## config.mk

```make
export PLATFORM = sky130hd
export DESIGN_NAME = regfile_sequencer_flat
export DESIGN_NICKNAME = d
export VERILOG_FILES = /design/src/rtl/regfile_pkg.sv /design/src/rtl/regfile_sequencer_if.sv /design/src/rtl/regfile_sequencer_alu.sv /design/src/rtl/regfile_sequencer.sv /design/src/flat_wrapper.sv
export SDC_FILE = /design/constraint.sdc
export NUM_CORES = 1
export LEC_CHECK = 0
export BUFFER_PORTS_ARGS = -buffer_cell sky130_fd_sc_hd__buf_2
export CAP_MARGIN = 20
export CORE_UTILIZATION = 40
export DETAILED_ROUTE_END_ITERATION = 10
export GPL_ROUTABILITY_DRIVEN = 1
export PLACE_DENSITY = 0.72
export SYNTH_ARGS = -nofsm -noshare
export SYNTH_HDL_FRONTEND = slang
export SYNTH_SLANG_ARGS = --single-unit
export TNS_END_PERCENT = 10
```

## constraint.sdc

```tcl
create_clock -name clock -period 3.1 [get_ports clock]
set_input_delay 0.155 -clock clock [delete_from_list [all_inputs] [get_ports clock]]
set_output_delay 0.155 -clock clock [all_outputs]
set_load 0.02 [all_outputs]
```

## src/rtl/regfile_pkg.sv

```systemverilog
// Shared encodings for the register-file sequencer: command opcodes, FSM states
// and default datapath widths.
package regfile_pkg;

  localparam int unsigned RF_DATA_W = 16;
  localparam int unsigned RF_ADDR_W = 4;

  localparam logic [2:0] OP_ADD = 3'b000;
  localparam logic [2:0] OP_SUB = 3'b001;
  localparam logic [2:0] OP_AND = 3'b010;
  localparam logic [2:0] OP_OR  = 3'b011;
  localparam logic [2:0] OP_XOR = 3'b100;
  localparam logic [2:0] OP_MOV = 3'b101;
  localparam logic [2:0] OP_LDI = 3'b110;
  localparam logic [2:0] OP_CLR = 3'b111;

  localparam logic [2:0] S_IDLE = 3'd0;
  localparam logic [2:0] S_RD   = 3'd1;
  localparam logic [2:0] S_RDW  = 3'd2;
  localparam logic [2:0] S_WB   = 3'd3;
  localparam logic [2:0] S_ZERO = 3'd4;

  // Ops that need both register operands fetched before write-back.
  function automatic logic needs_read(input logic [2:0] op);
    return (op <= OP_MOV);
  endfunction

endpackage

```

## src/rtl/regfile_sequencer_if.sv

```systemverilog
// Command handshake and completion status between instruction decode (master)
// and the register-file sequencer (slave).
interface regfile_sequencer_if #(
  parameter int unsigned DATA_W = 16,
  parameter int unsigned ADDR_W = 4
);

  logic              req_valid;
  logic              req_ready;
  logic [2:0]        req_op;
  logic [ADDR_W-1:0] req_rd;
  logic [ADDR_W-1:0] req_rs1;
  logic [ADDR_W-1:0] req_rs2;
  logic [DATA_W-1:0] req_imm;

  logic              done;
  logic [DATA_W-1:0] result;
  logic              flag_z;
  logic              flag_c;

  modport master (
    output req_valid, req_op, req_rd, req_rs1, req_rs2, req_imm,
    input  req_ready, done, result, flag_z, flag_c
  );

  modport slave (
    input  req_valid, req_op, req_rd, req_rs1, req_rs2, req_imm,
    output req_ready, done, result, flag_z, flag_c
  );

endinterface

```

## src/rtl/regfile_sequencer_alu.sv

```systemverilog
// Combinational ALU used in the read-wait stage: op -> {carry, result}.
// For SUB the carry is the no-borrow flag (1 when a >= b).
module seq_alu
  import regfile_pkg::*;
#(
  parameter int unsigned DATA_W = RF_DATA_W
) (
  input  logic [2:0]        op,
  input  logic [DATA_W-1:0] a,
  input  logic [DATA_W-1:0] b,
  output logic [DATA_W-1:0] y,
  output logic              c
);

  logic [DATA_W:0] wide;

  always_comb begin
    wide = '0;
    y    = '0;
    c    = 1'b0;
    case (op)
      OP_ADD: begin
        wide = {1'b0, a} + {1'b0, b};
        y    = wide[DATA_W-1:0];
        c    = wide[DATA_W];
      end
      OP_SUB: begin
        wide = {1'b0, a} - {1'b0, b};
        y    = wide[DATA_W-1:0];
        c    = ~wide[DATA_W];
      end
      OP_AND:  y = a & b;
      OP_OR:   y = a | b;
      OP_XOR:  y = a ^ b;
      OP_MOV:  y = a;
      default: y = '0;
    endcase
  end

endmodule

```

## src/rtl/regfile_sequencer.sv

```systemverilog
// Initiator-side controller for the register file: fetches operands, runs one
// ALU op, writes back, and can sweep every register to zero.
module regfile_sequencer
  import regfile_pkg::*;
#(
  parameter int unsigned DATA_W = RF_DATA_W,
  parameter int unsigned ADDR_W = RF_ADDR_W,
  parameter int unsigned NREGS  = 2 ** ADDR_W
) (
  input  logic              clock,
  input  logic              clear,
  regfile_sequencer_if.slave req,
  output logic [ADDR_W-1:0] read_reg1,
  output logic [ADDR_W-1:0] read_reg2,
  input  logic [DATA_W-1:0] read_data1,
  input  logic [DATA_W-1:0] read_data2,
  output logic [ADDR_W-1:0] write_reg,
  output logic [DATA_W-1:0] write_data,
  output logic              regWrite
);

  localparam logic [ADDR_W-1:0] LAST = ADDR_W'(NREGS - 1);

  logic [2:0]        state;
  logic              ready_q;
  logic [2:0]        op_q;
  logic [ADDR_W-1:0] rd_q;
  logic [ADDR_W-1:0] cnt;
  logic [ADDR_W-1:0] cnt_nxt;
  logic              done_q;
  logic [DATA_W-1:0] result_q;
  logic              flag_z_q;
  logic              flag_c_q;
  logic [DATA_W-1:0] alu_y;
  logic              alu_c;

  assign cnt_nxt = cnt + ADDR_W'(1);

  seq_alu #(.DATA_W(DATA_W)) u_alu (
    .op (op_q),
    .a  (read_data1),
    .b  (read_data2),
    .y  (alu_y),
    .c  (alu_c)
  );

  // Every output is a flop; regWrite/done default low so they only pulse in
  // the cycles explicitly scheduled below.
  always_ff @(posedge clock) begin
    if (!clear) begin
      state      <= S_IDLE;
      ready_q    <= 1'b1;
      op_q       <= OP_ADD;
      rd_q       <= '0;
      cnt        <= '0;
      read_reg1  <= '0;
      read_reg2  <= '0;
      write_reg  <= '0;
      write_data <= '0;
      regWrite   <= 1'b0;
      done_q     <= 1'b0;
      result_q   <= '0;
      flag_z_q   <= 1'b0;
      flag_c_q   <= 1'b0;
    end else begin
      regWrite <= 1'b0;
      done_q   <= 1'b0;
      case (state)
        S_IDLE: begin
          if (req.req_valid && ready_q) begin
            op_q    <= req.req_op;
            rd_q    <= req.req_rd;
            ready_q <= 1'b0;
            if (needs_read(req.req_op)) begin
              state     <= S_RD;
              read_reg1 <= req.req_rs1;
              read_reg2 <= req.req_rs2;
            end else if (req.req_op == OP_LDI) begin
              // LDI skips the read stages and is in write-back immediately.
              state      <= S_WB;
              regWrite   <= 1'b1;
              write_reg  <= req.req_rd;
              write_data <= req.req_imm;
              done_q     <= 1'b1;
              result_q   <= req.req_imm;
              flag_z_q   <= (req.req_imm == '0);
              flag_c_q   <= 1'b0;
            end else begin
              state      <= S_ZERO;
              cnt        <= '0;
              regWrite   <= 1'b1;
              write_reg  <= '0;
              write_data <= '0;
            end
          end
        end
        S_RD: state <= S_RDW;
        S_RDW: begin
          state      <= S_WB;
          regWrite   <= 1'b1;
          write_reg  <= rd_q;
          write_data <= alu_y;
          done_q     <= 1'b1;
          result_q   <= alu_y;
          flag_z_q   <= (alu_y == '0);
          flag_c_q   <= alu_c;
        end
        S_WB: begin
          state   <= S_IDLE;
          ready_q <= 1'b1;
        end
        S_ZERO: begin
          if (cnt == LAST) begin
            state   <= S_IDLE;
            ready_q <= 1'b1;
          end else begin
            cnt        <= cnt_nxt;
            regWrite   <= 1'b1;
            write_reg  <= cnt_nxt;
            write_data <= '0;
            if (cnt_nxt == LAST) begin
              done_q   <= 1'b1;
              result_q <= '0;
              flag_z_q <= 1'b1;
              flag_c_q <= 1'b0;
            end
          end
        end
        default: begin
          state   <= S_IDLE;
          ready_q <= 1'b1;
        end
      endcase
    end
  end

  assign req.req_ready = ready_q;
  assign req.done      = done_q;
  assign req.result    = result_q;
  assign req.flag_z    = flag_z_q;
  assign req.flag_c    = flag_c_q;

endmodule

```

## src/flat_wrapper.sv

```systemverilog
// flat-port wrapper written by rule: the top's interface ports become plain ports
module regfile_sequencer_flat import regfile_pkg::*;
#(
  parameter int unsigned DATA_W = RF_DATA_W,
  parameter int unsigned ADDR_W = RF_ADDR_W,
  parameter int unsigned NREGS  = 2 ** ADDR_W
)
  (clock, clear, read_reg1, read_reg2, read_data1, read_data2, write_reg, write_data, regWrite, req_req_valid, req_req_op, req_req_rd, req_req_rs1, req_req_rs2, req_req_imm, req_req_ready, req_done, req_result, req_flag_z, req_flag_c);
  regfile_sequencer_if #(.DATA_W(DATA_W), .ADDR_W(ADDR_W)) req_i ();
  input  logic clock;
  input  logic clear;
  output logic [ADDR_W-1:0] read_reg1;
  output logic [ADDR_W-1:0] read_reg2;
  input  logic [DATA_W-1:0] read_data1;
  input  logic [DATA_W-1:0] read_data2;
  output logic [ADDR_W-1:0] write_reg;
  output logic [DATA_W-1:0] write_data;
  output logic regWrite;
  input wire logic [$bits(req_i.req_valid)-1:0] req_req_valid;
  input wire logic [$bits(req_i.req_op)-1:0] req_req_op;
  input wire logic [$bits(req_i.req_rd)-1:0] req_req_rd;
  input wire logic [$bits(req_i.req_rs1)-1:0] req_req_rs1;
  input wire logic [$bits(req_i.req_rs2)-1:0] req_req_rs2;
  input wire logic [$bits(req_i.req_imm)-1:0] req_req_imm;
  output wire logic [$bits(req_i.req_ready)-1:0] req_req_ready;
  output wire logic [$bits(req_i.done)-1:0] req_done;
  output wire logic [$bits(req_i.result)-1:0] req_result;
  output wire logic [$bits(req_i.flag_z)-1:0] req_flag_z;
  output wire logic [$bits(req_i.flag_c)-1:0] req_flag_c;
  assign req_i.req_valid = req_req_valid;
  assign req_i.req_op = req_req_op;
  assign req_i.req_rd = req_req_rd;
  assign req_i.req_rs1 = req_req_rs1;
  assign req_i.req_rs2 = req_req_rs2;
  assign req_i.req_imm = req_req_imm;
  assign req_req_ready = req_i.req_ready;
  assign req_done = req_i.done;
  assign req_result = req_i.result;
  assign req_flag_z = req_i.flag_z;
  assign req_flag_c = req_i.flag_c;
  regfile_sequencer #(.DATA_W(DATA_W), .ADDR_W(ADDR_W), .NREGS(NREGS)) u_core (.clock(clock), .clear(clear), .req(req_i), .read_reg1(read_reg1), .read_reg2(read_reg2), .read_data1(read_data1), .read_data2(read_data2), .write_reg(write_reg), .write_data(write_data), .regWrite(regWrite));
endmodule
```

Word-level counts from Yosys, hierarchy flattened --
Index checks and enable logic that the tools add are counted.
Cells by class: add/sub/neg operators 3, magnitude comparators 1, equality and inequality tests 18, multiplexer cells 52, bitwise gates (word level) 5, reduce and logical (&&, ||, !) cells 15
Operators with widths (number):
- 16-bit two-way mux | 9
- 16-bit case mux with 3 select lines | 2
- 16-bit case mux with 6 select lines | 1
- 16-bit logical NOT | 2
- 4-bit two-way mux | 7
- 1-bit two-way mux | 20
- 16-bit by 16-bit adder with 17-bit output | 1
- 16-bit by 16-bit subtractor with 17-bit output | 1
- 16-bit AND | 1
- 16-bit OR | 1
- 16-bit XOR | 1
- 1-bit case mux with 3 select lines | 5
- 3-bit equality test, second input constant | 4
- 3-bit two-way mux | 4
- 3-bit case mux with 4 select lines | 1
- 4-bit case mux with 3 select lines | 1
- 3-bit by 2-bit equality test with 1-bit output, second input constant | 3
- 4-bit equality test, second input constant | 2
- 2-bit by 1-bit inequality test with 1-bit output, second input constant | 4
- 4-bit case mux with 2 select lines | 1
- 3-bit by 1-bit equality test with 1-bit output, second input constant | 2
- 3-bit logical NOT | 2
- 2-bit inequality test, second input constant | 3
- 3-bit AND reduction | 2
- 12 further kinds | 14
Storage, ports and cells: flip-flop bits (word level) 63, output and inout bits 49, logic and storage cells 108

Depth between registers and ports, before layout --
Gate-level depths: netlist (run 1).
depth in word-level cells 5, gate-level depth with buffers 13, depth with buffers taken out 13

By module --
A second synthesis (run 1) with hierarchy kept.
Unflattened totals: cells, all modules 706, area total of the unflattened synthesis 5368.9 um^2
Modules (own cells, without submodules):
- regfile_sequencer | instances 1, cells each 320, area each 2811.4 um^2
- seq_alu | instances 1, cells each 386, area each 2557.5 um^2

Worst setup path before layout (run 1) --
No wires, ideal clock.
path kind input-to-reg, from in read_data2[1], to reg u_core.flag_z_q (netlist: u_core.req.flag_z), library setup time 0.073 ns, arrival time 2.512 ns, data required time 3.027 ns, setup slack 0.516 ns, stages on the path 11, cell sequence inv_1 > ha_1 > a211oi_1 > o21ai_2 > a2111oi_4 > o41ai_1 > a211o_1 > o31a_1 > or2_0 > or3_1 > o22ai_2
Between the ends: longest elaborated chain between the ends 4
Ends and longest elaborated chain:
- start, declared | RTL line flat_wrapper.sv:15 | input logic [DATA_W-1:0] read_data2;
- 16-bit by 16-bit subtractor with 17-bit output (tied with other cells) | RTL line regfile_sequencer_alu.sv:28 | wide = {1'b0, a} - {1'b0, b};
- 16-bit case mux with 6 select lines * | RTL line regfile_sequencer_alu.sv:21 | case (op)
- 16-bit logical NOT * | RTL line regfile_sequencer.sv:105 | flag_z_q <= (alu_y == '0);
- 1-bit case mux with 3 select lines * | RTL line regfile_sequencer.sv:68 | case (state)
- end signal, assigned | RTL line regfile_sequencer.sv:86 | flag_z_q <= (req.req_imm == '0);
- end signal, assigned | RTL line regfile_sequencer.sv:105
- end, declared | RTL line regfile_sequencer.sv:32 | logic flag_z_q;
Every way passes the cells marked *; elsewhere a longest branch is shown, timed or not. A chain may end at the register's enable or synchronous reset.

Worst setup path after layout (run 1) --
from reg u_core.op_q[1], to reg u_core.flag_z_q (netlist: u_core.req.flag_z)
Between the ends: longest elaborated chain between the ends 4
Ends and longest elaborated chain:
- start, declared | RTL line regfile_sequencer.sv:26 | logic [2:0] op_q;
- start signal, assigned | RTL line regfile_sequencer.sv:71 | op_q <= req.req_op;
- 3-bit equality test (tied with other cells) | RTL line regfile_sequencer_alu.sv:21
- 16-bit case mux with 6 select lines * | RTL line regfile_sequencer_alu.sv:21
- 16-bit logical NOT * | RTL line regfile_sequencer.sv:105
- 1-bit case mux with 3 select lines * | RTL line regfile_sequencer.sv:68
Marked as above.

==> results of run 1 <==
==> report_power, final <==
part | leakage, nW | switching [W] | internal, W
Sequential | 0.512 | 0.0000846 | 0.000906
Combinational | 2.32 | 0.000918 | 0.000569
Clock | 0.155 | 0.000369 | 0.000729
Total | 2.98 | 0.00137 | 0.00220
==> logic make-up after synthesis <==
| kind of cell | after synthesis | share of synthesized area |
|---|---|---|
| flops | 63 | 0.234 |
| fa+ha+maj | 55 | 0.130 |
| compound gates | 239 | 0.302 |
| xor+xnor | 8 | 0.0130 |
| simple gates | 241 | 0.214 |
| mux | 21 | 0.0394 |
| buf+inv | 93 | 0.0677 |
==> metrics by stage <==
step	hold WS (ns)	power [W]	utilization	setup WS, ns
floorplan	0.302	0.00197	-	0.516
global placement	0.391	0.00245	0.476	0.158
detailed placement	0.398	0.00246	0.476	0.124
CTS	0.0568	0.00356	0.501	0.349
global route	0.0730	0.00376	0.501	0.171
finish	0.0653	0.00358	0.501	0.304
==> worst max-delay path, stage by stage (launching register included) <==
cell and delay [ns]:
dfxtp_1 0.61, nor2b_1 0.09, buf_4 0.23, o2bb2ai_1 0.15, a22oi_1 0.21, o311ai_0 0.24
o22ai_1 0.30, or4b_1 0.47, nor3_1 0.17, nand4_1 0.12, o22ai_2 0.12
==> metal layers <==
layer,part of all wire,GRT usage
met1,0.46,0.319
met2,0.44,0.391
met3,0.068,0.0376
met4,0.030,0.0841
met5,0,0
==> Yosys cell counts, drive strengths merged, types with 6 or more instances <==
cell     n
ha      53
nand2   77
clkbuf  27
or2      7
a22o     6
o211ai   9
buf     14
o21ai   41
a31oi   12
nor2    64
mux2i   19
o311ai   6
nor4    10
nor3    18
a211oi   9
nor2b   11
a22oi    7
dfxtp   63
o22ai    6
nand2b   9
a221oi  11
inv     51
a21o     7
a211o    7
nand3   17
a21oi   77
==> how the worst max path moves through the flow <==
| stage | endpoint | depth (start not counted) | start |
|---|---|---|---|
| CTS | u_core.req.flag_z | 10 | u_core.op_q[1] |
| detailed placement | u_core.req.flag_z | 13 | read_data1[0] |
| global placement | u_core.req.flag_z | 12 | read_data1[1] |
| finish | u_core.req.flag_z | 10 | u_core.op_q[1] |
| floorplan | u_core.req.flag_z | 11 | read_data2[1] |
| global route | u_core.req.flag_z | 10 | u_core.op_q[1] |
==> final cells by class <==
| type | count | share of cell area |
|---|---|---|
| flip-flops and latches | 63 | 0.191 |
| repair buffers | 148 | 0.125 |
| well taps | 176 | 0.0333 |
| inverters | 52 | 0.0295 |
| multi-input cells | 564 | 0.571 |
| clock inverters | 6 | 0.0140 |
| clock buffers | 10 | 0.0361 |
==> metrics.cfg, run 1 <==
[outcome]
status = completed

[power_and_ir_drop]
powerDensity_nw_per_um2 = 541
cellLeakagePower_nw = 2.98
irDropWorstVdd_v = 0.000374

[yosys]
synth_area_um2 = 5400
synth-seq-area-share = 0.234
yosysWarningCount = 0
synthArstFlopShare = 0
yosys.cell_types.count = 77
syn_inst = 720
syn-num-nets = 841
yosysTopAreaCell = dfxtp_1
synth_edf_count = 0
synth_top_area_frac = 0.234
yosys_register_bits = 63
syn_avg_cell_area_um2 = 7.50
synth.top_cells.by_area = dfxtp_1 (23%), ha_1 (12%), a21oi_1 (7.1%)
ys.flop_type = dfxtp_1

[floorplan]
die-width_um = 118
ios = 115
dieArea_um2 = 14000
coreArea_um2 = 13200
rows = 42
start_util = 0.409
die_h_um = 118

[placed_design]
place_area_um2 = 6280
hpwl_mm = 13.1
place_congestion = 0.981
port_buffers = 114
dp_cells = 1003

[sta]
setup_viol = 0
worstMarginPinSlew_ns = 0.978
max_slew_margin = 0.348
fin_crit_sh = 0.902
fmax_mhz = 358
setup_tns_ns = 0
fin_crit_ns = 2.80
rsz0062_at_grt = no
drv_slew = 0
fin_skew_ns = 0.00385
hold_viol = 0

[cells_and_area]
multi_input_area_um2 = 3780
final_area_um2 = 6610
fin_nets = 959
n_antenna_cell = 0
layout_common_cells = buf_2 (114), nand2_1 (77), a21oi_1 (77), nor2_1 (64), dfxtp_1 (63)
final-seq-area_um2 = 1260
stdcell_count = 1019
fill_cells = 1338
synthToLayoutAreaGrowth_pct = 22.5
drive_gt1_frac = 0.217
final_common_cell = buf_2

[route]
wl_per_cell_um = 16.7
num_vias = 5916
viasPerCell = 5.81
routed_wl_mm = 17.0
drc = 0
first_pass_iters = 7
first_iter_violations = 469
ant_nets = 0

[grt]
grt_pass1_vias = 5422
grt_max_degree = 56
grt_use_total = 0.240
antenna_found_initial = 0
grt_pass1_wl_mm = 27.3
grt_overflow = 0

[clocking]
path_clk_slew_ns = 0.05
clk_path_buf_depth = 2
cts-resized-gates = 0
cts_hold_buf = 0
cts-buffers-inserted = 9
cts_max_level = 3
clkLatencyLatePin_ns = 0.33
clkSinkCount = 63
tritoncts = yes
post_cts_buffers = 0
root_buffer = clkbuf_16

[hold_path]
min_to = u_core.read_reg2[0]
worstHoldPathCells = 3
hold_start = req_req_rs2[0]
hp-class = input pin to flip-flop

[worst_setup_path]
end_kind = flip-flop
worstPathArrival_ns = 3.05
worstPathRequired_ns = 3.35
r2r_end = u_core.req.flag_z
timing.critical_path.from_type = flip-flop
r2r_setup_slack_ns = 0.30
r2r_start = u_core.op_q[1]
criticalPathCategory = flip-flop to flip-flop
crit_path_max_fanout = 21
rr_worst_depth = 10

[flow_run]
drv_cap = 0

(Power assumes the default switching activity.)
==> inputs of run 2 (changes only) <==
CORE_MARGIN = 2   (was default)
SYNTH_HIERARCHICAL = 1   (was default)
==> run 2 against run 1 <==
Effect of this change: first-iteration DRC count up 5.1%; via count fell by 2.9%; final area fell by 1.5%; worst setup slack worse by 0.068 ns; worst hold slack improved by 0.0078 ns; fmax shrank 2.4%; global-route usage decreased by 0.36 points; critical endpoint is now u_core/req.flag_z; highest routed layer unchanged.
==> metrics.cfg, run 2 <==
[power_and_ir_drop]
powerDensity_nw_per_um2 = 450
fin_total_pwr_w = 0.00293
irDropWorstVdd_v = 0.000285
cellLeakagePower_nw = 3.04

[yosys]
ys.flop_type = dfxtp_1
synthArstFlopShare = 0
synth-seq-area-share = 0.235
syn-num-nets = 827
synth_edf_count = 0
yosysWarningCount = 6
synth.top_cells.by_area = dfxtp_1 (23%), ha_1 (12%), a21oi_1 (6.2%)
syn_avg_cell_area_um2 = 7.60
post-synth-top-count-cell = nand2_1
synth_common_cells = nand2_1 (69), a21oi_1 (66), dfxtp_1 (63)
synth_top_area_frac = 0.235
yosysTopAreaCell = dfxtp_1
synth_area_um2 = 5370
syn_inst = 706
yosys_register_bits = 63
yosys.cell_types.count = 83

[route]
first_pass_iters = 5
viasPerCell = 5.73
first_iter_violations = 493
routed_wl_mm = 17.1
drc = 0
wl_per_cell_um = 17.1
ant_nets = 0
num_vias = 5745

[sta]
fmax_mhz = 349
fin_crit_sh = 0.924
worstMarginPinSlew_ns = 0.860
setup_viol = 0
hold_viol = 0
drv_slew = 0
fin_crit_ns = 2.86
fin_skew_ns = 0.00772
max_slew_margin = 0.425

[clocking]
clkSinkCount = 63
clkLatencyLatePin_ns = 0.33
root_buffer = clkbuf_16
cts-buffers-inserted = 9
cts_hold_buf = 0
clk_path_buf_depth = 2
cts-resized-gates = 0
tritoncts = yes
path_clk_slew_ns = 0.06
post_cts_buffers = 0
cts_max_level = 3

[worst_setup_path]
worstPathArrival_ns = 3.11
r2r_end = u_core/req.flag_z
r2r_setup_slack_ns = 0.30
worstPathCellList = buf_2 -> inv_1 -> ha_1 -> inv_1 -> fa_1 -> nor2b_2 -> o2111ai_2 -> nand3b_2 -> a31o_1 -> a311oi_2 -> xnor2_1 -> a221o_1 -> nor4_2 -> nand4_1 -> a22o_1 -> o221ai_1
criticalPathCategory = input pin to flip-flop
slowest_stage = a221o_1
crit_family = compound AO/OA/AOI/OAI gates
worstPathRequired_ns = 3.34
rr_worst_depth = 9
end_kind = flip-flop
crit_path_max_fanout = 3
slowest_delay_ns = 0.38
r2r_start = u_core/op_q[1]
timing.critical_path.from_type = input pin
cpMostUsedCell = inv_1
crit_buf_inv = 3

[grt]
grt_use_total = 0.236
grt_pass1_wl_mm = 27.4
antenna_found_initial = 0
use_met1 = 0.309
grt_max_degree = 30
gr-usage-met3 = 0.0433
grt_util_met2 = 0.394
busiest_layer = met2
grt_overflow = 0
grt_pass1_vias = 5435

[flow_run]
drv_cap = 0

[cells_and_area]
fin_nets = 942
drive_gt1_frac = 0.234
final_common_cell = buf_2
n_antenna_cell = 0
final_area_um2 = 6510
layout_common_cells = buf_2 (114), nand2_1 (69), a21oi_1 (66), dfxtp_1 (62)
synthToLayoutAreaGrowth_pct = 21.3
fill_cells = 1303

[placed_design]
hpwl_mm = 13.2
place_area_um2 = 6220
port_buffers = 114
place_congestion = 0.964

[floorplan]
die-width_um = 120
rows = 42
start_util = 0.407
coreArea_um2 = 13200
ios = 115
die_h_um = 120
dieArea_um2 = 14400

[hold_path]
worstHoldPathCells = 3
min_to = u_core/read_reg1[2]
hold_start = req_req_rs1[2]
hp-class = input pin to flip-flop

[outcome]
status = completed

[run 2: changes by cell type in the layout (fill, tap and decap cells not counted), sizes merged, moves of 6 or more]
cell    change
a211o       -6
nor2        -9
nand2       -8
a21o        +6
xnor2       +9
o21ai       +8
a21oi      -11
a22oi       +9
nand2b      -6
o22ai      +14
nor3        -9
[run 2: stage by stage]
step / util / cells / TNS (ns) / setup WS, ns / hold WS (ns)
floorplan: - / 706 / 0 / 0.203 / 0.302
global placement: 0.472 / 986 / -0.0732 / -0.0732 / 0.410
detailed placement: 0.472 / 986 / -0.145 / -0.145 / 0.415
CTS: 0.492 / 1002 / 0 / 0.192 / 0.0685
global route: 0.494 / 1002 / -0.0168 / -0.0168 / 0.0721
finish: 0.494 / 1002 / 0 / 0.235 / 0.0731
[run 2: power by group]
part | internal, W | switching (W)
clock network | 0.000539 | 0.000374
registers | 0.000869 | 0.0000475
logic | 0.000436 | 0.000663
[run 2: worst max path at each step]
| stage | slack (ns) | start | depth (start not counted) | end |
|---|---|---|---|---|
| after floorplan | 0.20 | read_data1[0] | 15 | u_core/req.flag_z |
| after global placement | -0.07 | read_data1[0] | 16 | u_core/req.flag_z |
| after detailed placement | -0.14 | read_data1[0] | 16 | u_core/req.flag_z |
| after CTS | 0.19 | read_data1[0] | 16 | u_core/req.flag_z |
| after global routing | -0.02 | read_data1[0] | 16 | u_core/req.flag_z |
| final | 0.24 | read_data1[0] | 16 | u_core/req.flag_z |
[run 2: routing by layer]
layer  vias up  routed length, um  share of wire
li1       2788                  -              -
met1      2697               7550           0.44
met2       231               8100           0.47
met3        29               1090          0.064
met4         0                376          0.022
met5         -                  0              0
[run 2: cell type report]
class / instances / area, um^2 / area share
clock inverter: 7 / 47.5 / 0.00730
timing repair buffer: 153 / 863 / 0.133
inverter: 58 / 218 / 0.0334
multi-input combinational: 536 / 3670 / 0.564
tap: 176 / 220 / 0.0338
sequential: 63 / 1260 / 0.194
clock buffer: 9 / 225 / 0.0346
[run 2: logic make-up (layout without fill, tap and decap cells)]
| group | count (synthesis) | in the layout | share of synthesized area |
|---|---|---|---|
| buffers and inverters | 107 | 227 | 0.0841 |
| adders and majority gates | 55 | 55 | 0.131 |
| xor gates and xnor gates | 15 | 15 | 0.0245 |
| muxes | 17 | 17 | 0.0317 |
| DFF | 63 | 63 | 0.235 |
| and+or+nand+nor | 203 | 203 | 0.184 |
| AOI/OAI and AO/OA | 246 | 246 | 0.310 |
[run 2: worst register-to-register path, cell delays in order, from the launching register on]
cell      delay, ns
dfxtp_1        0.50
nand2_1        0.31
nor2_1         0.74
a221oi_1       0.19
o31a_1         0.16
o21ai_0        0.32
nor4_2         0.09
nand4_1        0.11
a22o_1         0.13
o221ai_1       0.10
==> inputs of run 3 (changes only) <==
CORE_ASPECT_RATIO = 1.5   (was default)
SLEW_MARGIN = 20   (was default)
==> run 3 against run 2 <==
Effect of this change: sequential share of layout area decreased by 0.38 points; final cell count fell by 0.30%; fmax shrank 2.2%; sequential power up 0.5%; register-to-register slack better by 0.03 ns; critical path depth did not move; worst setup slack worse by 0.065 ns.
==> metrics.cfg, run 3 (synthesis gave the netlist of run 2 again) <==
[outcome]
status = completed

[worst_setup_path]
end_kind = flip-flop
r2r_start = u_core/op_q[2]
criticalPathCategory = input pin to flip-flop
crit_path_max_fanout = 3
crit_start = read_data1[0]
timing.critical_path.from_type = input pin
worstPathArrival_ns = 3.13
worstPathRequired_ns = 3.30

[clocking]
clkLatencyLatePin_ns = 0.33
cts-buffers-inserted = 9
path_clk_slew_ns = 0.06
tritoncts = yes
clk_path_buf_depth = 2
clkSinkCount = 63
cts_max_level = 3
root_buffer = clkbuf_16
cts_hold_buf = 0

[route]
first_iter_violations = 421
drc = 0
viasPerCell = 5.95
ant_nets = 0
num_vias = 5947
routed_wl_mm = 18.3
first_pass_iters = 6
wl_per_cell_um = 18.3

[sta]
fin_skew_ns = 0.00704
worst_slack_ns = 0.170
max_slew_margin = 0.473
fmax_mhz = 341
worstMarginPinSlew_ns = 0.788
drv_slew = 0
fin_crit_ns = 2.93
setup_viol = 0
fin_crit_sh = 0.945
hold_viol = 0

[cells_and_area]
synthToLayoutAreaGrowth_pct = 23.7
drive_gt1_frac = 0.249
final_area_um2 = 6640
final_common_cell = buf_2
post-route-util = 0.510
fin_nets = 956
n_antenna_cell = 0
layout_common_cells = buf_2 (114), nand2_1 (69), a21oi_1 (66), dfxtp_1 (62)

[grt]
gr-usage-met3 = 0.0312
grt_util_met2 = 0.455
busiest_layer = met2
use_met1 = 0.278
grt_max_degree = 45
grt_pass1_wl_mm = 28.7
grt_pass1_vias = 5495
grt_use_total = 0.246
antenna_found_initial = 0
grt_overflow = 0

[flow_run]
drv_cap = 0

[floorplan]
die-width_um = 98.6
start_util = 0.412
dieArea_um2 = 14400
ios = 115
rows = 51
die_h_um = 146
coreArea_um2 = 13000

[hold_path]
hold_start = req_req_rs2[1]
hp-class = input pin to flip-flop

[power_and_ir_drop]
powerDensity_nw_per_um2 = 455
irDropWorstVdd_v = 0.000440
cellLeakagePower_nw = 3.12

[placed_design]
place_ws_ns = -0.231
hpwl_mm = 14.4
place_congestion = 1.04
place_area_um2 = 6290
port_buffers = 114

==> run 3: final cells by class <==
type / instances / area, um^2
clock inverter: 6 / 43.8
fill: 1321 / 6370
inverter: 58 / 218
tap: 159 / 199
multi-input combinational: 536 / 3710
sequential: 63 / 1260
clock buffer: 10 / 239
timing repair buffer: 167 / 968
==> run 3: worst paths after layout <==
kind / to / slack [ns] / cells past startpoint
worst max-delay path: u_core/req.result[14] / 0.17 / 16
worst min-delay path: u_core/read_reg2[1] / 0.07 / 3
worst max register to register: u_core/req.flag_z / 0.33 / 11
worst min register to register: u_core/read_reg2[3] / 0.45 / 2
==> run 3: power breakdown <==
group	switching, W	internal [W]	total [W]	leakage [nW]
logic	0.000687	0.000466	0.00115	2.47
clock network	0.000378	0.000566	0.000944	0.139
registers	0.0000529	0.000869	0.000922	0.512
total	0.00112	0.00190	0.00302	3.12
==> run 3: per-stage QoR <==
stage,total power (W),cells,hold WS [ns],TNS (ns)
2_1_floorplan,0.00162,706,0.302,0
3_3_place_gp,0.00204,981,0.410,-0.0940
3_5_place_dp,0.00204,981,0.415,-0.453
4_1_cts,0.00299,997,0.0620,0
5_1_grt,0.00317,999,0.0805,-0.00498
6_report,0.00302,999,0.0727,0
==> run 3: per-layer routing <==
layer  vias up  wire [um]
met5         -          0
met4         0        833
met3        67       1190
met2       296       9530
met1      2766       6740
li1       2818          -
==> run 3: critical path: stages <==
cell,delay [ns]
buf_2,0.11
inv_1,0.08
ha_1,0.17
inv_1,0.06
fa_1,0.39
nor2b_2,0.18
o2111ai_2,0.27
nand3b_4,0.14
a31o_4,0.27
a311oi_2,0.28
xnor2_1,0.10
a221o_1,0.35
buf_4,0.14
buf_4,0.12
a22oi_1,0.21
o22ai_1,0.09
==> run 3: repair_timing <==
item / in CTS / in global routing
setup buffers: 0 / 2
setup endpoints to repair: 0 / 1
gates resized for setup: 0 / 8
